[src/rtl/uart_mon_pkg.sv]
// Shared types and constants for the bench-side UART receive monitor.
package uart_mon_pkg;

    localparam int OVERSAMPLE = 16;
    localparam int MID_TICK   = 7;

    localparam logic [1:0] CHAR_LEN_5 = 2'b00;
    localparam logic [1:0] CHAR_LEN_6 = 2'b01;
    localparam logic [1:0] CHAR_LEN_7 = 2'b10;
    localparam logic [1:0] CHAR_LEN_8 = 2'b11;

    typedef enum logic [2:0] {
        S_IDLE    = 3'd0,
        S_START   = 3'd1,
        S_DATA    = 3'd2,
        S_PARITY  = 3'd3,
        S_STOP    = 3'd4,
        S_BRKWAIT = 3'd5
    } state_t;

    typedef struct packed {
        logic       brk;
        logic       ferr;
        logic       perr;
        logic [7:0] data;
    } rx_stat_t;

    localparam int STAT_W = $bits(rx_stat_t);

    // Data shifts in from the MSB end, so short characters sit in the top bits.
    function automatic logic [7:0] align_char(input logic [7:0] shreg, input logic [1:0] char_len);
        logic [7:0] res;
        res = shreg;
        case (char_len)
            CHAR_LEN_5: res = {3'b000, shreg[7:3]};
            CHAR_LEN_6: res = {2'b00, shreg[7:2]};
            CHAR_LEN_7: res = {1'b0, shreg[7:1]};
            CHAR_LEN_8: res = shreg;
        endcase
        return res;
    endfunction

endpackage

[src/rtl/uart_rx_monitor_fifo.sv]
// Synchronous FIFO with a valid/ready read port; head is zero while empty.
module sync_fifo #(
    parameter int WIDTH = 11,
    parameter int DEPTH = 16
) (
    input  logic             clk,
    input  logic             rst_n,
    input  logic             wr_en,
    input  logic [WIDTH-1:0] wr_data,
    output logic             full,
    output logic             empty,
    input  logic             rd_ready,
    output logic [WIDTH-1:0] rd_data
);
    localparam int AW = $clog2(DEPTH);

    logic [AW:0]      wptr, rptr;
    logic [WIDTH-1:0] mem [DEPTH];
    logic             pop, push;

    assign empty = (wptr == rptr);
    assign full  = (wptr[AW] != rptr[AW]) && (wptr[AW-1:0] == rptr[AW-1:0]);
    assign pop   = !empty && rd_ready;
    // A pop in the same cycle frees the slot, so a full FIFO still accepts.
    assign push  = wr_en && (!full || pop);

    always_ff @(posedge clk or negedge rst_n) begin
        if (!rst_n) begin
            wptr <= '0;
            rptr <= '0;
        end else begin
            if (push) wptr <= wptr + 1'b1;
            if (pop)  rptr <= rptr + 1'b1;
        end
    end

    always_ff @(posedge clk) begin
        if (push) mem[wptr[AW-1:0]] <= wr_data;
    end

    assign rd_data = empty ? '0 : mem[rptr[AW-1:0]];

endmodule

[src/rtl/uart_rx_monitor.sv]
// 16550-style serial receiver: 16x oversampling, 5-8 bits, parity, framing,
// break and overrun detection, characters delivered through a small FIFO.
module uart_rx_monitor
    import uart_mon_pkg::*;
#(
    parameter int DEPTH       = 16,
    parameter int SYNC_STAGES = 2
) (
    input  logic        clk,
    input  logic        rst_n,
    input  logic        enable,
    input  logic [15:0] divisor,
    input  logic [1:0]  char_len,
    input  logic        parity_en,
    input  logic        even_par,
    input  logic        stick_par,
    input  logic        rx,
    output logic        out_valid,
    input  logic        out_ready,
    output logic [7:0]  out_data,
    output logic        out_perr,
    output logic        out_ferr,
    output logic        out_brk,
    output logic        overrun,
    input  logic        clr_overrun,
    output logic        busy
);
    logic [SYNC_STAGES-1:0] sync_q;
    logic                   rx_s;
    state_t                 state, state_d;
    logic [15:0]            presc;
    logic                   tick, bit_tick, mid_tick;
    logic [3:0]             tick_cnt;
    logic [2:0]             bit_cnt;
    logic [7:0]             shreg, data_al;
    logic                   par_q, perr_q, par_exp;
    logic                   brk_now, last_bit;
    logic                   restart, mid_clr, sample_data, sample_par, sample_stop;
    logic                   push_q;
    rx_stat_t               stat_q, head;
    logic                   fifo_full, fifo_empty, drop;

    // Resetting to 1 keeps reset release from looking like a start bit.
    always_ff @(posedge clk or negedge rst_n) begin
        if (!rst_n) sync_q <= '1;
        else        sync_q <= {sync_q[SYNC_STAGES-2:0], rx};
    end
    assign rx_s = sync_q[SYNC_STAGES-1];

    assign tick     = (divisor != 16'd0) && (presc == 16'd0);
    assign bit_tick = tick && (tick_cnt == 4'(OVERSAMPLE - 1));
    assign mid_tick = tick && (tick_cnt == 4'(MID_TICK));
    assign data_al  = align_char(shreg, char_len);
    assign last_bit = (bit_cnt == ({1'b0, char_len} + 3'd4));
    assign par_exp  = stick_par ? ~even_par : (^data_al ^ ~even_par);
    assign brk_now  = ~rx_s && (data_al == 8'd0) && (!parity_en || !par_q);

    always_ff @(posedge clk or negedge rst_n) begin
        if (!rst_n) state <= S_IDLE;
        else        state <= state_d;
    end

    always_comb begin
        state_d     = state;
        restart     = 1'b0;
        mid_clr     = 1'b0;
        sample_data = 1'b0;
        sample_par  = 1'b0;
        sample_stop = 1'b0;
        if (!enable) begin
            state_d = S_IDLE;
        end else begin
            case (state)
                S_IDLE: if (!rx_s) begin
                    state_d = S_START;
                    restart = 1'b1;
                end
                S_START: if (mid_tick) begin
                    mid_clr = 1'b1;
                    state_d = rx_s ? S_IDLE : S_DATA;
                end
                S_DATA: if (bit_tick) begin
                    sample_data = 1'b1;
                    if (last_bit) state_d = parity_en ? S_PARITY : S_STOP;
                end
                S_PARITY: if (bit_tick) begin
                    sample_par = 1'b1;
                    state_d    = S_STOP;
                end
                // A low stop bit without break re-enters IDLE, which resyncs on the low level.
                S_STOP: if (bit_tick) begin
                    sample_stop = 1'b1;
                    state_d     = brk_now ? S_BRKWAIT : S_IDLE;
                end
                S_BRKWAIT: if (rx_s) state_d = S_IDLE;
                default: state_d = S_IDLE;
            endcase
        end
    end

    always_ff @(posedge clk or negedge rst_n) begin
        if (!rst_n) begin
            presc    <= '0;
            tick_cnt <= '0;
        end else begin
            if (restart || tick)      presc <= divisor - 16'd1;
            else if (presc != 16'd0)  presc <= presc - 16'd1;
            if (restart || mid_clr)   tick_cnt <= '0;
            else if (tick)            tick_cnt <= tick_cnt + 4'd1;
        end
    end

    always_ff @(posedge clk or negedge rst_n) begin
        if (!rst_n) begin
            shreg   <= '0;
            bit_cnt <= '0;
            par_q   <= 1'b0;
            perr_q  <= 1'b0;
            push_q  <= 1'b0;
            stat_q  <= '0;
        end else begin
            push_q <= sample_stop;
            if (restart) begin
                shreg   <= '0;
                bit_cnt <= '0;
                par_q   <= 1'b0;
                perr_q  <= 1'b0;
            end else if (sample_data) begin
                shreg   <= {rx_s, shreg[7:1]};
                bit_cnt <= bit_cnt + 3'd1;
            end else if (sample_par) begin
                par_q  <= rx_s;
                perr_q <= (rx_s != par_exp);
            end
            if (sample_stop) begin
                stat_q.brk  <= brk_now;
                stat_q.ferr <= ~rx_s;
                stat_q.perr <= perr_q;
                stat_q.data <= brk_now ? 8'd0 : data_al;
            end
        end
    end

    sync_fifo #(
        .WIDTH (STAT_W),
        .DEPTH (DEPTH)
    ) u_fifo (
        .clk      (clk),
        .rst_n    (rst_n),
        .wr_en    (push_q),
        .wr_data  (stat_q),
        .full     (fifo_full),
        .empty    (fifo_empty),
        .rd_ready (out_ready),
        .rd_data  (head)
    );

    assign out_valid = !fifo_empty;
    assign out_data  = head.data;
    assign out_perr  = head.perr;
    assign out_ferr  = head.ferr;
    assign out_brk   = head.brk;
    assign busy      = (state != S_IDLE);
    assign drop      = push_q && fifo_full && !(out_valid && out_ready);

    always_ff @(posedge clk or negedge rst_n) begin
        if (!rst_n)           overrun <= 1'b0;
        else if (drop)        overrun <= 1'b1;
        else if (clr_overrun) overrun <= 1'b0;
    end

endmodule

[config.mk]
export PLATFORM = sky130hd
export DESIGN_NAME = uart_rx_monitor
export DESIGN_NICKNAME = d
export VERILOG_FILES = /design/src/rtl/uart_mon_pkg.sv /design/src/rtl/uart_rx_monitor_fifo.sv /design/src/rtl/uart_rx_monitor.sv
export SDC_FILE = /design/constraint.sdc
export NUM_CORES = 1
export LEC_CHECK = 0
export ABC_AREA = 0
export BUFFER_PORTS_ARGS = -buffer_cell sky130_fd_sc_hd__clkbuf_2
export CAP_MARGIN = 20
export CORE_MARGIN = 1.5
export CORE_UTILIZATION = 52
export DETAILED_ROUTE_END_ITERATION = 7
export GPL_TIMING_DRIVEN = 0
export MAX_ROUTING_LAYER = met4
export PLACE_DENSITY_LB_ADDON = 0.05
export SETUP_SLACK_MARGIN = 0.02
export SLEW_MARGIN = 0
export SYNTH_ARGS = -nofsm -noshare
export SYNTH_HDL_FRONTEND = slang
export SYNTH_SLANG_ARGS = --single-unit
[constraint.sdc]
create_clock -name clk -period 3.4 [get_ports clk]
set_input_delay 0.17 -clock clk [delete_from_list [all_inputs] [get_ports clk]]
set_output_delay 0.17 -clock clk [all_outputs]
set_load 0.02 [all_outputs]
==> impl_metrics.toml, run 1 <==
[global_routing]
grt_pass1_wl_um = 33290
grt_max_degree = 62
antenna_found_initial = 0
grt_pass1_vias = 5955
overflow = 0
grtUsageTotal_pct = 22.00

[layout]
fin_nets = 809
syn_to_final_growth_pct = 15.97
final_area_um2 = 12070
drive_gt1_share_pct = 24.21
n_antenna_cell = 0

[power_and_ir_drop]
peakVddDrop_mv = 0.4257
total_power_mw = 7.364
power_density_nw_per_um2 = 610.0
p_leak_nw = 4.808

[drt]
avgViaCountPerCell = 5.706
vias = 6014
drc_errors = 0
wl_per_cell_um = 20.31
drt_pass1_iterations = 6
postRouteAntennaNets = 0
wl_um = 21410
drt_first_iter_violations = 450

[logic_synthesis]
async_flop_share_pct = 25.74
netlist_top_cells_count = "176 x edfxtp_1, 59 x dfrtp_1, 55 x mux4_2"
synth-compound-area-share_pct = 4.399
syn-mean-instance-area_um2 = 15.42
synth_area_um2 = 10410
yosysTopAreaCell = "edfxtp_1"
synthAdderAreaFrac_pct = 1.442
yosysTopAreaCellShare_pct = 50.77
synth-seq-area-share_pct = 65.46
synth_ff_type = "edfxtp_1"
synth-simple-area-share_pct = 9.099
synth_top_family_by_area = "multiplexers"
yosys-top-cells-area = "edfxtp_1 51%, dfrtp_1 14%, mux4_2 12%"
postSynthCellCount = 675
synth-edff-count = 176
yosysWarnings = 0
synth_mux_area_share_pct = 13.93
synthesis.nets = 714
synth_most_common_cell = "edfxtp_1"
synth_xor_area_share_pct = 3.786
ys_ff_latch = 237
synth_cell_types = 56

[clocking]
cts_tree = "yes"
insertion_delay_ns = 0.53
root_buffer = "clkbuf_16"
clkSlewWorstSetupHoldPaths_ns = 0.06
htree_levels = 1
clock-sinks = 237
cts-buffers-inserted = 25
cts.path.max_buffers = 3

[sta]
hold_viol = 0
setup_viol = 0
max_freq_ghz = 0.3111
skew_ns = 0.01509
slew_violations = 0
rsz0062_at_grt = "false"
slew-limit-headroom_pct = 31.75
min_period_ns = 3.214
worst_pin_slew_ns = 1.020
period_share_pct = 94.53

[floorplanning]
die_area_um2 = 20880
start_util_pct = 53.31
rows = 51
core_um2 = 19530
pin_count = 41
die_x_um = 144.5
die_y_um = 144.5

[critical_path]
max_stage_delay_ns = 0.56
slowest_stage = "dlygate4sd3_1"
critPathLaunchType = "primary input"
cp.arrival_ns = 3.58
critPathKind = "in2reg"
end_kind = "register"
path_max_fanout = 10
cp.required_ns = 3.77
cp_cell_sequence = "dlygate4sd3_1 > clkbuf_2 > or4_4 > nand2b_4 > o211ai_1 > buf_2 > nand2_4 > mux2i_1 > ha_2 > o2111ai_2 > a21oi_2 > xnor2_1 > o22ai_2"

[place]
dp_hpwl_um = 15350
dpl-instance-area_um2 = 11070
routabilityCongestion = 0.8847
port_buffers = 38

[run_status]
status = "complete, no violations"

[flow_run]
maxCapViolCount = 0

[worst_hold_path]
hp-class = "in2reg"
worst max-delay path, delay by kind of cell:
| family | cells | cell delay, ns |
|---|---|---|
| AND/OR/NAND/NOR | 3 | 0.84 |
| adder cells (fa/ha/maj) | 1 | 0.26 |
| AO/OA/AOI/OAI | 4 | 0.92 |
| multiplexers | 1 | 0.20 |
| XOR/XNOR | 1 | 0.16 |
| buffers and inverters | 3 | 1.01 |
routing by layer:
layer	part of all wire, %	wire (µm)	up-vias	global-route usage (%)
li1	-	-	2803	-
met4	1.6	341	0	4.838
met1	43	9146	3035	28.64
met5	0	0	-	-
met3	4.7	1001	24	3.344
met2	51	10920	152	36.99
cell type report:
cell class	count	area (µm²)
Inverter	12	45.04
Tap cell	265	331.6
Clock buffer	30	644.4
Multi-Input combinational cell	390	3440
Timing Repair Buffer	68	478.0
Clock inverter	16	151.4
Sequential cell	237	6814
Buffer	36	168.9
Fill cell	1503	7453
cell families (layout without fill, tap and decap cells):
kind of cell / Yosys count / after routing
buf+inv: 48 / 162
xor+xnor: 45 / 45
simple gates: 189 / 189
fa+ha+maj: 12 / 12
mux: 75 / 75
compound gates: 69 / 69
flops: 237 / 237
what timing repair did:
| action | CTS | global route |
|---|---|---|
| hold endpoints to repair | 73 | 0 |
| hold buffers | 15 | 0 |
| buffers inserted | 0 | 2 |
| gates resized for setup | 10 | 8 |
| setup endpoints to repair | 17 | 16 |
| pin swaps | 0 | 1 |
sequential cells by signal, summed over array words and instances (netlist names):
signal and flops:
push_q 1, presc 16, u_fifo.rptr 5, stat_q 11, sync_q 2, u_fifo.mem 176
perr_q 1, tick_cnt 4, u_fifo.wptr 5, state 3, par_q 1, shreg 8
bit_cnt 3, overrun 1
cells in the final DEF, fill, tap and decap left out, drive strengths merged, types with 11 or more instances in the layout:
cell	count
nor2	40
dlygate4sd3	15
o21ai	18
xnor2	35
nor3	16
o22ai	12
ha	12
clkbuf	98
dfrtp	59
inv	14
nor2b	13
a21oi	13
nand3	20
nand2	53
edfxtp	176
nor4	13
mux2i	11
mux4	55
buf	21
per-stage QoR:
stage	setup slack, ns	cells	util [%]	setup TNS (ns)	hold WS (ns)
finish	0.1858	1054	61.83	0	0.01777
global route	0.02688	1054	61.83	0	0.04569
global placement	-0.4944	978	55.98	-20.85	0.2602
floorplan	0.5582	675	-	0	-0.1256
detailed placement	-0.1689	991	56.72	-0.7430	0.2592
CTS	0.02716	1052	61.66	0	0.00008132
final timing paths:
path / slack [ns] / from / cells after the start / end
max reg2reg: 0.20 / presc[3]$_DFFE_PN0P_ / 11 / presc[12]$_DFFE_PN0P_
min reg2reg: 0.36 / sync_q[0]$_DFF_PN1_ / 0 / sync_q[1]$_DFF_PN1_
max in group asynchronous: 2.54 / rst_n / 2 / shreg[4]$_DFFE_PN0P_
min: 0.02 / divisor[11] / 3 / presc[11]$_DFFE_PN0P_
max: 0.19 / divisor[5] / 13 / presc[12]$_DFFE_PN0P_
min in group asynchronous: 0.31 / rst_n / 2 / presc[0]$_DFFE_PN0P_
power by group:
group	switching (mW)	leakage (nW)	internal, mW
Combinational	0.788	1.57	0.608
Sequential	0.149	2.84	3.21
Clock	1.09	0.391	1.52
Total	2.03	4.81	5.34
Power figures use the tool's default switching activity.
==> run 2: changes to the inputs <==
Settings changed: CORE_UTILIZATION 52 to 30.
==> impl_metrics.toml, run 2 (synthesized netlist as in run 1, its figures left out) <==
[critical_path]
crit_top_cell = "mux4_2"
critPathKind = "reg2out"
slowest_stage = "mux4_2"
cp_cell_sequence = "clkbuf_4 > buf_4 > mux4_2 > mux4_2 > nor2b_1 > clkbuf_2"
reg2reg_slack_ns = 0.26
cp.required_ns = 3.23
path_max_fanout = 10
end_kind = "output port"
cp.arrival_ns = 2.97
max_stage_delay_ns = 0.58
critPathLaunchType = "register"

[sta]
rsz0062_at_grt = "false"
period_share_pct = 92.30
hold_viol = 0
slew_violations = 0
setup_viol = 0
min_period_ns = 3.138
slew-limit-headroom_pct = 38.70
skew_ns = 0.01886
worst_pin_slew_ns = 0.9133
max_freq_ghz = 0.3186

[drt]
drt_first_iter_violations = 339
wl_per_cell_um = 19.83
avgViaCountPerCell = 4.814
wl_um = 25010
drc_errors = 0
drt_pass1_iterations = 4
vias = 6070
postRouteAntennaNets = 0

[clocking]
cts-buffers-inserted = 28
clock-sinks = 237
clkSlewWorstSetupHoldPaths_ns = 0.06
htree_levels = 1
cts_tree = "yes"
root_buffer = "clkbuf_16"
insertion_delay_ns = 0.55
cts.path.max_buffers = 3

[layout]
layout_commonest_cell = "edfxtp_1"
final_area_um2 = 12510
layout_common_cells = "176 x edfxtp_1, 59 x dfrtp_1, 55 x mux4_2, 52 x nand2_1, 43 x clkbuf_2"
syn_to_final_growth_pct = 20.18
fin_nets = 823
largest_reg_flops = 176
n_antenna_cell = 0
fin_cells = 1261
drive_gt1_share_pct = 24.81

[global_routing]
grt_pass1_vias = 6419
grtUsageTotal_pct = 14.84
grt_max_degree = 60
overflow = 0
grt_pass1_wl_um = 39080
antenna_found_initial = 0

[run_status]
status = "complete, no violations"

[worst_hold_path]
hp-class = "in2reg"

[power_and_ir_drop]
peakVddDrop_mv = 0.3535
power_density_nw_per_um2 = 610.9
p_leak_nw = 4.902

[floorplanning]
rows = 68
die_y_um = 189.3
start_util_pct = 30.29
die_area_um2 = 35830
pin_count = 41
core_um2 = 34370
die_x_um = 189.3

[flow_run]
maxCapViolCount = 0

[place]
dp_hpwl_um = 17990
routabilityCongestion = 0.7899
place_inst = 1183
port_buffers = 38
dpl-instance-area_um2 = 11340
==> run 2: cell types whose count changed in the layout (fill, tap and decap cells not counted), moves of 3 or more <==
cell / before / now
buf_4: 9 / 20
dlygate4sd3_1: 15 / 20
clkbuf_16: 25 / 28
clkbuf_4: 5 / 2
clkinv_1: 2 / 5
==> run 2: final cells by class <==
cell class / instances / area (µm²)
buffer: 36 / 172.7
clock buffer: 34 / 723.2
clock inverter: 18 / 132.6
fill: 3327 / 21860
inverter: 12 / 45.04
multi-input combinational: 390 / 3468
sequential: 237 / 6814
tap: 455 / 569.3
timing repair buffer: 79 / 585.6
==> run 2: repair_timing <==
item	CTS	global route
setup buffers	0	4
hold endpoints to repair	80	0
gates cloned	0	0
gates resized for setup	18	5
pin swaps	0	1
hold buffers	20	0
setup endpoints to repair	17	9
==> run 2: final timing paths <==
kind	from	end	depth (start not counted)
min in group asynchronous	rst_n	u_fifo.rptr[4]$_DFFE_PN0P_	3
setup reg to reg	presc[3]$_DFFE_PN0P_	presc[14]$_DFFE_PN0P_	12
hold / removal	divisor[2]	presc[2]$_DFFE_PN0P_	3
max in group asynchronous	rst_n	u_fifo.rptr[2]$_DFFE_PN0P_	3
hold reg to reg	sync_q[0]$_DFF_PN1_	sync_q[1]$_DFF_PN1_	0
setup / recovery	u_fifo.rptr[0]$_DFFE_PN0P_	out_data[6]	6
==> run 2: power by group <==
part	switching (mW)	internal [mW]
Combinational	0.833	0.650
Sequential	0.157	3.21
Clock	1.20	1.59
Total	2.19	5.45
==> run 2: critical path: cells and delay by family (launching register included) <==
kind                   cells  cell delay, ns
AND/OR/NAND/NOR            1            0.16
multiplexers               2            1.13
flip-flops                 1            0.38
buffers and inverters      3            0.74
==> run 2: through the flow <==
step           setup slack (ns)  setup TNS (ns)  hold slack [ns]  total power [mW]  utilization [%]
2_1_floorplan            0.5582               0          -0.1256             4.401                -
3_3_place_gp            -0.7815          -33.33           0.2605             4.831            32.49
3_5_place_dp            -0.1798         -0.7211        -0.001311             4.853            32.99
4_1_cts                 0.02442               0          0.01858             7.760            36.22
5_1_grt                 0.02280               0          0.03321             8.021            36.40
6_report                 0.2617               0          0.04166             7.643            36.40
==> run 2: layer usage <==
| metal | track usage, % | vias up | share of wire, % | wire length (µm) |
|---|---|---|---|---|
| met1 | 18.68 | 3103 | 44 | 10960 |
| met2 | 25.47 | 109 | 50 | 12610 |
| li1 | - | 2829 | - | - |
| met5 | - | - | 0 | 0 |
| met3 | 2.187 | 29 | 4.1 | 1026 |
| met4 | 3.053 | 0 | 1.6 | 402 |
==> run 3: changes to the inputs <==
Settings changed: PLACE_DENSITY_LB_ADDON 0.05 to 0.08.
==> impl_metrics.toml, run 3 (synthesized netlist as in run 1, its figures left out) <==
[run_status]
status = "complete, no violations"

[floorplanning]
die_y_um = 189.3
rows = 68
pin_count = 41
core_um2 = 34370
start_util_pct = 30.29
die_area_um2 = 35830
die_x_um = 189.3

[critical_path]
end_kind = "output port"
critPathKind = "reg2out"
path_max_fanout = 10
slowest_stage = "mux4_2"
max_stage_delay_ns = 0.57
crit_top_cell = "mux4_2"
cp_cell_sequence = "buf_2 > clkbuf_4 > mux4_2 > mux4_2 > nor2b_1 > clkbuf_2"
cp.required_ns = 3.23
cp.arrival_ns = 3.02
critPathLaunchType = "register"

[global_routing]
grtUsageTotal_pct = 14.63
grt_pass1_vias = 6383
grt_max_degree = 60
overflow = 0
antenna_found_initial = 0
grt_pass1_wl_um = 39030

[sta]
skew_ns = 0.009627
slew_violations = 0
rsz0062_at_grt = "true"
slew-limit-headroom_pct = 34.33
period_share_pct = 93.81
max_freq_ghz = 0.3135
setup_viol = 0
min_period_ns = 3.190
hold_viol = 0
worst_pin_slew_ns = 0.9785

[layout]
multi_input_area_um2 = 3457
layout_common_cells = "176 x edfxtp_1, 59 x dfrtp_1, 55 x mux4_2, 52 x nand2_1, 42 x clkbuf_2"
fin_nets = 818
fin_util_pct = 36.35
seqCellArea_um2 = 6814
n_antenna_cell = 0
syn_to_final_growth_pct = 20.01
largest_reg_flops = 176
drive_gt1_share_pct = 24.38
fillers = 3321
layout_commonest_cell = "edfxtp_1"

[clocking]
cts_tree = "yes"
cts-buffers-inserted = 27
htree_levels = 1
root_buffer = "clkbuf_16"
clock-sinks = 237
cts.path.max_buffers = 3
clkSlewWorstSetupHoldPaths_ns = 0.06
insertion_delay_ns = 0.53

[drt]
vias = 6026
drt_first_iter_violations = 228
drc_errors = 0
wl_um = 24920
wl_per_cell_um = 19.86
postRouteAntennaNets = 0
drt_pass1_iterations = 4
avgViaCountPerCell = 4.802

[power_and_ir_drop]
peakVddDrop_mv = 0.3441
total_power_mw = 7.645
power_density_nw_per_um2 = 612.0
p_leak_nw = 4.888

[place]
port_buffers = 38
routabilityCongestion = 0.7898
dp_hpwl_um = 17660

[worst_hold_path]
hp-class = "in2reg"

[flow_run]
maxCapViolCount = 0
==> run 3: layout make-up <==
| class | count | area share [%] |
|---|---|---|
| Buffer | 36 | 1.352 |
| Clock buffer | 37 | 5.949 |
| Clock inverter | 13 | 0.9815 |
| Inverter | 12 | 0.3605 |
| Multi-Input combinational cell | 390 | 27.67 |
| Sequential cell | 237 | 54.54 |
| Tap cell | 455 | 4.557 |
| Timing Repair Buffer | 75 | 4.587 |
==> run 3: stage by stage <==
stage          hold WS (ns)  setup TNS, ns  cells  area (µm²)  setup WS, ns
3_5_place_dp      -0.001840        -0.3080   1184       11370      -0.08670
6_report            0.02701              0   1255       12490        0.2103
3_3_place_gp         0.2594         -37.72   1168       11170       -0.8755
4_1_cts            0.005919              0   1252       12440       0.02230
2_1_floorplan       -0.1256              0    675       10410        0.5582
5_1_grt             0.01912              0   1255       12490      0.001278
==> run 3: repair_timing <==
item / 4_1_cts / 5_1_grt
endpoints found under the setup margin: 16 / 14
pin swaps: 0 / 1
resized for setup: 14 / 5
setup buffers: 0 / 2
hold endpoints to repair: 77 / 0
hold buffers: 18 / 0
==> run 3: critical path: cells and delay by family, from the launching register on <==
family | cells | cell delay, ns
buf+inv | 3 | 0.89
flops | 1 | 0.38
mux | 2 | 1.06
simple gates | 1 | 0.15
==> run 3: final timing paths <==
path	endpoint	cells past startpoint	from	slack, ns
worst min-delay path	presc[8]$_DFFE_PN0P_	3	divisor[8]	0.03
worst max register to register	presc[10]$_DFFE_PN0P_	11	presc[3]$_DFFE_PN0P_	0.24
max in group asynchronous	u_fifo.rptr[3]$_DFFE_PN0P_	3	rst_n	2.71
worst max-delay path	out_data[2]	6	u_fifo.rptr[0]$_DFFE_PN0P_	0.21
worst min register to register	sync_q[1]$_DFF_PN1_	0	sync_q[0]$_DFF_PN1_	0.35
min in group asynchronous	u_fifo.rptr[4]$_DFFE_PN0P_	3	rst_n	0.19
==> run 3: power breakdown <==
group	switching, mW	internal [mW]	leakage, nW	total, mW
combinational	0.826	0.622	1.63	1.45
clock	1.15	1.68	0.418	2.82
sequential	0.162	3.21	2.84	3.37
==> run 3: per-layer routing <==
layer | global-route usage (%) | vias up | wire length (µm)
li1 | - | 2827 | -
met1 | 19.04 | 3067 | 11170
met2 | 24.38 | 102 | 12370
met3 | 2.095 | 30 | 1042
met4 | 3.053 | 0 | 343
met5 | - | - | 0
